--- src/rtl/uart_ctrl_pkg.sv ---
// Shared types and constants for the UART transmit path: arbiter state
// encoding, baud divider and the default acceptance timeout.
package uart_ctrl_pkg;

  typedef enum logic [1:0] {
    IDLE,
    REQ,
    XMIT,
    DRAIN
  } state_t;

  localparam int BAUD_DIV        = 10417;
  localparam int TIMEOUT_DEFAULT = 31250;

  // Position 'off' steps after 'base' in a ring of n entries.
  function automatic int rr_index(input int base, input int off, input int n);
    return (base + off) % n;
  endfunction

endpackage

--- src/rtl/rr_arbiter.sv ---
// Combinational round-robin pick: the first set request at or after ptr,
// wrapping modulo N.
module rr_arbiter
  import uart_ctrl_pkg::*;
#(
  parameter int N    = 4,
  parameter int ID_W = $clog2(N)
) (
  input  logic [N-1:0]    req,
  input  logic [ID_W-1:0] ptr,
  output logic [N-1:0]    grant,
  output logic [ID_W-1:0] idx,
  output logic            any
);

  always_comb begin
    // NOTE: every output gets a default before the search so no path leaves one unassigned (no latch).
    grant = '0;
    idx   = '0;
    any   = 1'b0;
    for (int k = 0; k < N; k++) begin
      if (!any && req[rr_index(int'(ptr), k, N)]) begin
        any                           = 1'b1;
        idx                           = ID_W'(rr_index(int'(ptr), k, N));
        grant[rr_index(int'(ptr), k, N)] = 1'b1;
      end
    end
  end

endmodule

--- src/rtl/uart_tx_arbiter.sv ---
// Shares one UART transmitter among NUM_REQ byte producers; each producer
// owns a one-byte holding slot, slots are served round-robin one frame at a time.
module uart_tx_arbiter
  import uart_ctrl_pkg::*;
#(
  parameter int NUM_REQ = 4,
  parameter int TIMEOUT = TIMEOUT_DEFAULT,
  localparam int ID_W   = $clog2(NUM_REQ)
) (
  input  logic                 clk,
  input  logic                 rst,
  input  logic [NUM_REQ-1:0]   req_valid,
  input  logic [8*NUM_REQ-1:0] req_data,
  output logic [NUM_REQ-1:0]   req_ready,
  output logic                 uart_send,
  output logic [7:0]           uart_data,
  input  logic [3:0]           uart_send_sta,
  input  logic                 uart_send_done,
  output logic                 busy,
  output logic [ID_W-1:0]      grant_id,
  output logic                 timeout_err
);

  localparam int CNT_W = $clog2(TIMEOUT + 1);

  state_t               state;
  logic [NUM_REQ-1:0]   hold_valid;
  logic [7:0]           hold_data [NUM_REQ];
  logic [ID_W-1:0]      ptr;
  logic [CNT_W-1:0]     cnt;

  logic [NUM_REQ-1:0]   arb_grant;
  logic [ID_W-1:0]      arb_idx;
  logic                 arb_any;

  assign req_ready = ~hold_valid;
  assign busy      = (state != IDLE);

  rr_arbiter #(.N(NUM_REQ), .ID_W(ID_W)) u_rr (
    .req   (hold_valid),
    .ptr   (ptr),
    .grant (arb_grant),
    .idx   (arb_idx),
    .any   (arb_any)
  );

  // NOTE: slot bytes carry no reset; they are only ever read while hold_valid is set.
  always_ff @(posedge clk) begin
    for (int i = 0; i < NUM_REQ; i++) begin
      if (req_valid[i] && !hold_valid[i]) hold_data[i] <= req_data[8*i +: 8];
    end
  end

  always_ff @(posedge clk or negedge rst) begin
    if (!rst) begin
      state       <= IDLE;
      hold_valid  <= '0;
      ptr         <= '0;
      cnt         <= '0;
      uart_send   <= 1'b0;
      uart_data   <= '0;
      grant_id    <= '0;
      timeout_err <= 1'b0;
    end else begin
      // NOTE: non-blocking updates; a load and the accept-clear never target the same full slot.
      for (int i = 0; i < NUM_REQ; i++) begin
        if (req_valid[i] && !hold_valid[i]) hold_valid[i] <= 1'b1;
      end

      case (state)
        IDLE: begin
          if (arb_any) begin
            grant_id  <= arb_idx;
            uart_data <= hold_data[arb_idx];
            uart_send <= 1'b1;
            cnt       <= '0;
            state     <= REQ;
          end
        end
        REQ: begin
          if (uart_send_sta != 4'd0) begin
            uart_send            <= 1'b0;
            hold_valid[grant_id] <= 1'b0;
            ptr   <= (grant_id == ID_W'(NUM_REQ - 1)) ? '0 : grant_id + 1'b1;
            state <= XMIT;
          end else if (cnt == CNT_W'(TIMEOUT - 1)) begin
            // Slot and pointer are untouched so the same port is retried.
            uart_send   <= 1'b0;
            timeout_err <= 1'b1;
            state       <= IDLE;
          end else begin
            cnt <= cnt + 1'b1;
          end
        end
        XMIT: begin
          if (uart_send_done) state <= DRAIN;
        end
        DRAIN: begin
          if (uart_send_sta == 4'd0 && !uart_send_done) state <= IDLE;
        end
        default: state <= IDLE;
      endcase
    end
  end

endmodule
--- config.mk ---
export PLATFORM = sky130hd
export DESIGN_NAME = uart_tx_arbiter
export DESIGN_NICKNAME = d
export VERILOG_FILES = /design/src/rtl/uart_ctrl_pkg.sv /design/src/rtl/rr_arbiter.sv /design/src/rtl/uart_tx_arbiter.sv
export SDC_FILE = /design/constraint.sdc
export NUM_CORES = 1
export LEC_CHECK = 0
export ABC_AREA = 1
export CAP_MARGIN = 20
export CORE_ASPECT_RATIO = 1.1
export CORE_MARGIN = 2
export CORE_UTILIZATION = 45
export CTS_CLUSTER_SIZE = 14
export DETAILED_ROUTE_END_ITERATION = 7
export PLACE_DENSITY = 0.74
export SLEW_MARGIN = 20
export SYNTH_ARGS = -nofsm -noshare
export SYNTH_HDL_FRONTEND = slang
export SYNTH_SLANG_ARGS = --single-unit
--- constraint.sdc ---
create_clock -name clk -period 1.89 [get_ports clk]
set_input_delay 0.4725 -clock clk [delete_from_list [all_inputs] [get_ports clk]]
set_output_delay 0.4725 -clock clk [all_outputs]
set_load 0.005 [all_outputs]
==> results of run 1 <==
-- metal layers --
layer	wire [um]	track usage, %
met5	0	0
met4	259	8.97
met3	388	4.03
met2	4570	34.0
met1	3720	26.2
-- flip-flops by register name, indices dropped and copies added (netlist names), named ones only --
name	flops
uart_send	1
timeout_err	1
ptr	2
uart_data	8
hold_valid	4
cnt	15
state	1
hold_data	32
grant_id	2
-- power by group --
| part | internal [mW] | switching (mW) | leakage (nW) |
|---|---|---|---|
| Clock | 0.915 | 0.594 | 0.123 |
| Sequential | 1.82 | 0.244 | 0.725 |
| Combinational | 1.40 | 1.84 | 1.39 |
| Total | 4.13 | 2.68 | 2.24 |
-- layout make-up --
class	instances	area (sq um)
fill	608	2500
sequential	67	1840
multi-input combinational	259	1480
timing repair buffer	98	982
inverter	69	292
clock buffer	10	138
tap	105	131
clock inverter	6	111
timing repair inverter	1	8.76
-- Yosys cell counts (2+ instances only) --
| cell | n |
|---|---|
| o21ai_1 | 5 |
| nor4_1 | 6 |
| o31ai_1 | 5 |
| inv_2 | 6 |
| edfxtp_1 | 32 |
| dfrtp_1 | 35 |
| nand3_1 | 36 |
| nor3_1 | 9 |
| nor2_2 | 2 |
| buf_2 | 5 |
| nand3_4 | 2 |
| o21ai_0 | 10 |
| nand2_4 | 3 |
| nor2_1 | 17 |
| nand4_1 | 18 |
| inv_1 | 61 |
| nand2_2 | 5 |
| a21oi_1 | 5 |
| buf_6 | 3 |
| xor2_1 | 8 |
| ha_1 | 6 |
| nand2_1 | 114 |
-- how the worst max path moves through the flow --
stage,cells past startpoint,from,end
3_5_place_dp,6,uart_send_sta[2],cnt[9]
4_1_cts,12,ptr[0],uart_data[4]
2_1_floorplan,6,uart_send_sta[3],cnt[12]
3_3_place_gp,7,uart_send_sta[3],cnt[2]
5_1_grt,16,ptr[0],uart_data[1]
6_report,11,ptr[0],cnt[1]
-- per-stage QoR --
step           cell area [sq um]  hold WS [ns]  worst slack [ns]  setup TNS [ns]  power, mW
2_1_floorplan               3470         0.177             0.186               0       3.68
3_3_place_gp                4340         0.448            -0.110           -1.33       4.55
3_5_place_dp                4340         0.455            -0.141           -1.85       4.59
4_1_cts                     4600         0.473            0.0167               0       6.12
5_1_grt                     4980         0.490            -0.155           -2.34       7.24
6_report                    4980         0.470           -0.0301          -0.141       6.81
-- what timing repair did --
item,4_1_cts,5_1_grt
setup buffers,1,12
pin swaps,2,17
gates resized for setup,6,52
endpoints found under the setup margin,19,27
gates cloned,0,5
-- logic make-up (layout without fill, tap and decap cells) --
| family | Yosys count | after routing | synth area share, % |
|---|---|---|---|
| flops | 67 | 67 | 52.9 |
| fa+ha+maj | 6 | 6 | 2.16 |
| compound gates | 29 | 29 | 4.76 |
| xor+xnor | 8 | 8 | 2.02 |
| buf+inv | 78 | 184 | 9.47 |
| simple gates | 214 | 216 | 28.7 |
==> flow_summary.yaml, run 1 <==
status:
  outcome: "finished with violations"
  violations: "setup timing"
setup_path:
  crit_type: "flip-flop to flip-flop"
  start_kind: "flip-flop"
  worstSetupEndpointType: "flip-flop"
  slowest_stage: "dfrtp_2"
  crit_required_ns: 2.16
  crit-reg2reg-capture: "cnt[1]"
  reg2reg_from: "ptr[0]"
  r2r_cells: 11
  worstPathMaxFanout: 8
  rrSetupSlack_ns: -0.03
  crit_family: "simple AND/OR/NAND/NOR gates"
  arrival_ns: 2.19
  worstPathCellList: "buf_12, clkinv_8, nand2_2, nand3_2, nand2_2, nor2_4, nand3_4, nand2_8, nand2_8, buf_12, a211oi_2"
  critPathBufInv: 3
  slowest_delay_ns: 0.44
clock_tree:
  cts_tree: "yes"
  clk_pin_slew_worst_paths_ns: 0.08
  clockBufferDepth: 2
  htree_levels: 3
  cts_hold_buf: 0
  clock-sinks: 67
  clk_latency_ns: 0.35
  cts_root_buf: "clkbuf_8"
  numCtsBuffers: 9
place:
  place.port_buffers: 59
  dp.cells: 581
  gp_congestion: 0.899
  dp_hpwl_um: 5880
sta:
  hold_viol_final: 0
  fmaxAchievable_mhz: 521
  setup_viol: 10
  fin_ws_ns: -0.0301
  period_share_pct: 102
  min_period_ns: 1.92
  relSlewSlack_pct: 67.7
  clock_skew_ns: 0.0101
  rsz0062_at_grt: "yes"
  slew_violations: 0
  max_slew.worst_pin.slew_ns: 0.480
pwr:
  vdd_drop_max_v: 0.000779
  p_leak_nw: 2.24
  power_density_mw_per_mm2: 1370
logic_synthesis:
  synth_area_leaders: "edfxtp_1 28%, dfrtp_1 25%, nand2_1 12%, inv_1 6.6%, nand3_1 5.2%"
  netlist_instances: 402
  synth_cell_types: 31
  avgSynthCellArea_sq_um: 8.64
  synthesis.area_sq_mm: 0.00347
  ys_ff_latch: 67
  synth.largest_area_cell: "edfxtp_1"
  synth_nets: 451
  synth.yosys.warnings: 0
  synth_top_area_share_pct: 27.7
  synth_edf_count: 32
  yosysSeqAreaShare_pct: 52.9
  ys_async_sr_fraction_pct: 52.2
  ys.flop_type: "dfrtp_1"
hold_path:
  hold_start: "timeout_err"
  holdPathEnd: "timeout_err"
  hold_class: "flip-flop to flip-flop"
  holdPathStages: 1
final_layout:
  drive_gt1_share_pct: 21.2
  post-route-util_pct: 66.6
  final_common_cell: "nand2_1"
  nets: 554
  antenna_cells: 0
  final_cell_mix: "104 x nand2_1, 59 x inv_1, 56 x clkdlybuf4s50_1"
  final_cell_count_no_fill: 615
  syn_to_final_growth_pct: 43.3
drt:
  drc: 0
  routed_wl_um: 8930
  dr.pass1.iters: 4
  vias_per_cell: 5.00
  first_iter_violations: 193
  vias: 3073
  wire_per_inst_um: 14.5
  ant_nets: 0
global_routing:
  grt_max_degree: 36
  antenna_found_initial: 0
  grt_use_total_pct: 20.6
  grt_pass1_vias: 2741
  grt_pass1_wl_um: 13000
  grt.overflow.total: 0
die:
  coreArea_sq_mm: 0.00747
  fp.dieW_um: 87.8
  dieHeight_um: 96.1
  rows: 33
  io_pins: 60
  initial_core_util_pct: 46.5
  dieArea_sq_mm: 0.00844
run:
  drv_cap: 0
Power figures use the tool's default switching activity.
==> run 2, diff against run 1 <==
==> constraint.sdc (replaced) <==
create_clock -name clk -period 1.89 [get_ports clk]
set_input_delay 0.378 -clock clk [delete_from_list [all_inputs] [get_ports clk]]
set_output_delay 0.378 -clock clk [all_outputs]
set_load 0.005 [all_outputs]
==> run 2 against run 1 <==
  * The flow still finishes with violations (setup timing)
  * Die area is the same
  * Via count grew 1.7%
  * Register-to-register slack lost 0.03 ns
  * Critical path type unchanged
  * Critical endpoint is now state[0]
==> flow_summary.yaml, run 2 (synthesis results as in run 1) <==
status:
  outcome: "finished with violations"
  violations: "setup timing"
sta:
  fmaxAchievable_mhz: 513
  rsz0062_at_grt: "yes"
  hold_viol_final: 0
  period_share_pct: 103
  setup_viol: 11
  slew_violations: 0
  clock_skew_ns: 0.00899
  min_period_ns: 1.95
  fin_tns_setup_ns: -0.347
  relSlewSlack_pct: 68.0
  max_slew.worst_pin.slew_ns: 0.475
  fin_ws_ns: -0.0598
  whs_ns: 0.447
setup_path:
  critPathBufInv: 5
  worstSetupEndpointType: "flip-flop"
  crit_required_ns: 2.16
  slowest_stage: "dfrtp_2"
  slowest_delay_ns: 0.43
  start_kind: "flip-flop"
  worstPathMaxFanout: 10
  worstPathCellList: "buf_12, inv_8, nand2_2, nand3_2, nand2_2, nor2_4, nand3_4, buf_4, buf_4, inv_1, nand2_1, nand3_1, xor2_1"
  crit_family: "simple AND/OR/NAND/NOR gates"
  crit_type: "flip-flop to flip-flop"
  arrival_ns: 2.22
drt:
  ant_nets: 0
  dr.pass1.iters: 4
  wire_per_inst_um: 14.6
  vias: 3125
  first_iter_violations: 183
  vias_per_cell: 5.07
  routed_wl_um: 8990
  drc: 0
final_layout:
  fill_cells: 587
  regMostFlops: "hold_data"
  final_cell_mix: "100 x nand2_1, 61 x inv_1, 59 x clkdlybuf4s50_1"
  fin_area_sq_mm: 0.00494
  drive_gt1_share_pct: 20.7
  syn_to_final_growth_pct: 42.2
  largest_reg_flops: 32
  nets: 555
  antenna_cells: 0
  final_common_cell: "nand2_1"
  top_regs: "hold_data: 32 flops, cnt: 15 flops, uart_data: 8 flops"
clock_tree:
  cts_tree: "yes"
  cts_root_buf: "clkbuf_8"
  clockBufferDepth: 2
  clock-sinks: 67
  numCtsBuffers: 9
  clk_latency_ns: 0.35
  cts_hold_buf: 0
  htree_levels: 3
  clk_pin_slew_worst_paths_ns: 0.07
pwr:
  vdd_drop_max_v: 0.000734
  power_density_mw_per_mm2: 1360
  p_leak_nw: 2.20
die:
  initial_core_util_pct: 46.5
  dieArea_sq_mm: 0.00844
  dieHeight_um: 96.1
  rows: 33
  coreArea_sq_mm: 0.00747
  fp.dieW_um: 87.8
  io_pins: 60
place:
  dp_hpwl_um: 5940
  gp_congestion: 0.894
  place.port_buffers: 59
  post-place-ws_ns: -0.00198
  postPlaceCellArea_sq_mm: 0.00433
hold_path:
  hold_class: "input port to asynchronous set/reset pin"
global_routing:
  grt_pass1_vias: 2956
  grt_max_degree: 36
  grt_use_total_pct: 20.6
  grt.overflow.total: 0
  antenna_found_initial: 0
  grt_pass1_wl_um: 13300
run:
  drv_cap: 0
run 2: cell count changes in the layout (fill, tap and decap cells not counted), moves of 3 or more:
| cell | previous run | this run |
|---|---|---|
| buf_6 | 3 | 6 |
| clkdlybuf4s50_1 | 56 | 59 |
| nand2_1 | 104 | 100 |
| nand2_2 | 12 | 17 |
run 2: path summary, 6_finish.rpt:
| check | end | cells past startpoint | start | slack (ns) |
|---|---|---|---|---|
| max | state[0] | 13 | ptr[0] | -0.06 |
| max in group asynchronous | ptr[0] | 2 | rst | 1.09 |
| min in group clk | timeout_err | 1 | timeout_err | 0.46 |
| min reg2reg | timeout_err | 1 | timeout_err | 0.46 |
| min | state[0] | 2 | rst | 0.45 |
| max reg2reg | state[0] | 13 | ptr[0] | -0.06 |
run 2: area by class of cell:
cell class / count / area [sq um] / share of cell area [%]
Sequential cell: 67 / 1840 / 37.2
Multi-Input combinational cell: 259 / 1460 / 29.6
Timing Repair Buffer: 99 / 971 / 19.7
Inverter: 69 / 287 / 5.80
Tap cell: 105 / 131 / 2.66
Clock buffer: 10 / 128 / 2.58
Clock inverter: 6 / 114 / 2.30
Timing Repair inverter: 1 / 8.76 / 0.177
run 2: per-stage QoR:
| step | std cells | util, % | power (mW) |
|---|---|---|---|
| floorplan | 402 | - | 3.68 |
| global placement | 583 | 57.9 | 4.51 |
| detailed placement | 583 | 57.9 | 4.55 |
| CTS | 599 | 61.2 | 6.04 |
| global route | 616 | 66.1 | 7.16 |
| finish | 616 | 66.1 | 6.72 |
run 2: what timing repair did:
| item | in CTS | in global routing |
|---|---|---|
| gates resized for setup | 1 | 54 |
| setup endpoints to repair | 3 | 24 |
| cloned | 0 | 5 |
| pin swaps | 0 | 15 |
| buffers inserted | 0 | 12 |
run 2: per-layer routing:
layer / GRT usage [%] / vias to the layer above / part of all wire, %
li1: - / 1524 / -
met1: 25.1 / 1461 / 40
met2: 34.7 / 113 / 51
met3: 4.03 / 27 / 5.7
met4: 10.4 / 0 / 3.1
met5: 0 / - / 0
run 2: worst register-to-register path, cell delays in order (launching register included):
cell and delay (ns):
dfrtp_2 0.43, buf_12 0.14, inv_8 0.07, nand2_2 0.08, nand3_2 0.10, nand2_2 0.09, nor2_4 0.16, nand3_4 0.15
buf_4 0.18, buf_4 0.12, inv_1 0.05, nand2_1 0.05, nand3_1 0.09, xor2_1 0.15
run 2: report_power, final:
part	leakage [nW]	switching (mW)	internal (mW)
clock	0.113	0.580	0.881
sequential	0.725	0.255	1.82
combinational	1.37	1.82	1.37
total	2.20	2.66	4.06
==> patch (settings of run 1) <==
The 4 states of `state_t` get a one-hot encoding in 4 bits.
--- a/src/rtl/uart_ctrl_pkg.sv
+++ b/src/rtl/uart_ctrl_pkg.sv
@@ -3,9 +3,9 @@
 package uart_ctrl_pkg;
 
-  typedef enum logic [1:0] {
-    IDLE,
-    REQ,
-    XMIT,
-    DRAIN
+  typedef enum logic [3:0] {
+    IDLE  = 4'b0001,
+    REQ   = 4'b0010,
+    XMIT  = 4'b0100,
+    DRAIN = 4'b1000
   } state_t;
 
Check against the original RTL: no difference found for any inputs over 4 cycles, from zero or initial values and one cycle with rst low; so few cycles prove little.
==> patch against run 1 <==
- the run still ends with setup timing left
- setup slack improved by 5.1 ps
- area after synthesis rose by 1.9%
- hold slack got worse by 410 ps
- core utilization fell by 2.3 points
- design area fell by 2.4%
- total power rose by 3.4%
- sequential cell count rose by 2
- routed wire length fell by 8.5%
==> patch: results (changes against run 1) <==
Hold WS -> 63.4 ps (-406 ps)
Placed Cells -> 586 (+0.86%)
Pin count of the biggest net entering global routing -> 22 (-39%)
Root Buffer -> clkbuf_8
Setup Buffers After CTS -> 9 (+8)
Post-synthesis average cell area -> 8.74 sq um (+1.2%)
Initial antenna violation count -> 0 (unchanged)
Hold Path Class -> in2async
Dominant cells by area after synthesis -> edfxtp_1 (27%), dfrtp_1 (25%), nand2_1 (11%), inv_1 (7.1%), nand3_1 (5.8%)
Filler Cell Count -> 617 (+1.5%)
Failing checks -> setup timing
H-tree levels -> 3 (unchanged)
Avg WL per Cell -> 13.3 microns (-8.7%)
Worst setup margin -> -25.0 ps (+5.10 ps)
First-pass GRT wire length -> 13.6 mm (+4.6%)
Top_reg_cell synth -> dfrtp_1
Library cells used by synthesis -> 35 (+13%)
R2R Path End -> grant_id[1]$_DFFE_PN0P_
Peak supply drop -> 843 uV (+8.3%)
Vias in the first global route -> 3006 (+9.7%)
Pre-CTS worst setup slack -> -124 ps (+17.4 ps)
Max_slew headroom -> 70.9% (+3.2 points)
CP max stage delay -> 460 ps (+20 ps)
CP startpoint -> ptr[0]$_DFFE_PN0N_
Setup-failing EPs final -> 6 (-4)
Cts repair resizes -> 12 (+6)
Hpwl dp -> 5.78 mm (-1.6%)
Post-synthesis net count -> 454 (+0.67%)
WL final -> 8.17 mm (-8.5%)
CTS buffer count -> 9 (unchanged)
Post-synthesis sequential area ratio -> 53.3% (+0.46 points)
Status -> finished, violations left
GPL Wtd Cong -> 0.924 (+2.8%)
Top delay family on crit path -> simple AND/OR/NAND/NOR gates
Fin Clk Skew -> 6.40 ps (-3.74 ps)
Top Registers -> hold_data: 32 flops, cnt: 15 flops, uart_data: 8 flops
Total GRT Usage -> 20.1% (-0.46 points)
PortBufs -> 59 (unchanged)
FF-to-FF path depth -> 14 (+3)
Async SR Flop Fraction -> 53.6% (+1.4 points)
Clock buffer depth -> 2 (unchanged)
Maximum fanout along the worst path -> 9 (+1)
CTS clk-pin slew, worst paths -> 80 ps (about the same)
Crit end category -> flip-flop
CP arrival -> 2180 ps
Final nets -> 555 (+0.18%)
Layout cell share with drive strength beyond 1 -> 19.6% (-1.6 points)
YS warnings -> 0 (unchanged)
DR vias/cell -> 4.94 (-1.2%)
Clock latency on the worst-skew pair -> 340 ps
Net Sw Frac -> 39.0% (-0.31 points)
Initial detailed-routing violation count -> 164 (-15%)
Worst path slowest cell -> dfrtp_2
Number of flops mapped to enable cells by yosys -> 32 (unchanged)
# diodes -> 0 (unchanged)
Post-synth top cells -> nand2_1 (102), inv_1 (67), nand3_1 (41)
TritonRoute pass-1 iters -> 5 (+1)
Leakage power figure -> 2.13 nW (-4.8%)
[patch: cell count changes after synthesis, moves of 3 or more]
cell     delta
inv_1       +6
nor2_1      +6
nand3_2     +3
nand3_1     +5
nand2_1    -12
buf_2       -3
nand4_1    -11
or2_2       +3
o21ai_1     +4
[patch: through the flow]
stage	TNS, ps	util [%]	area (sq um)
finish	-72.7	64.3	4860
global route	-2570	64.3	4860
CTS	-29.6	63.3	4790
detailed placement	-1900	58.4	4410
global placement	-1490	58.4	4410
floorplan	0	-	3540
[patch: kinds of logic (layout without fill, tap and decap cells)]
logic type                 after synthesis  in the layout  synth area share, %
buffers and inverters                   78            183                 9.19
adders and majority gates                6              6                 2.12
xor gates and xnor gates                 6              6                 1.48
DFF                                     69             69                 53.3
AOI/OAI and AO/OA                       32             32                 5.02
and+or+nand+nor                        213            214                 28.6
muxes                                    1              1                0.283
[patch: area by class of cell]
| type | count | area, sq um | share of cell area, % |
|---|---|---|---|
| clock buffers | 9 | 124 | 2.55 |
| clock inverters | 7 | 124 | 2.55 |
| inverters | 72 | 270 | 5.57 |
| multi-input cells | 259 | 1430 | 29.3 |
| flip-flops and latches | 69 | 1890 | 38.9 |
| well taps | 105 | 131 | 2.71 |
| repair buffers | 94 | 885 | 18.2 |
| repair inverters | 1 | 7.51 | 0.155 |
[patch: per-layer routing]
layer  global-route usage (%)  share of wire, %
met1                     25.6                41
met2                     33.1                51
met3                     3.75               5.3
met4                     8.51               2.5
met5                        0                 0
[patch: power groups by stage]
stage          registers, mW  clock network (mW)  logic (mW)
2_1_floorplan           2.06                   0        1.89
3_3_place_gp            2.09                   0        2.82
3_5_place_dp            2.10                   0        2.90
4_1_cts                 2.08                1.50        3.24
5_1_grt                 2.12                1.58        3.85
6_report                2.09                1.48        3.48
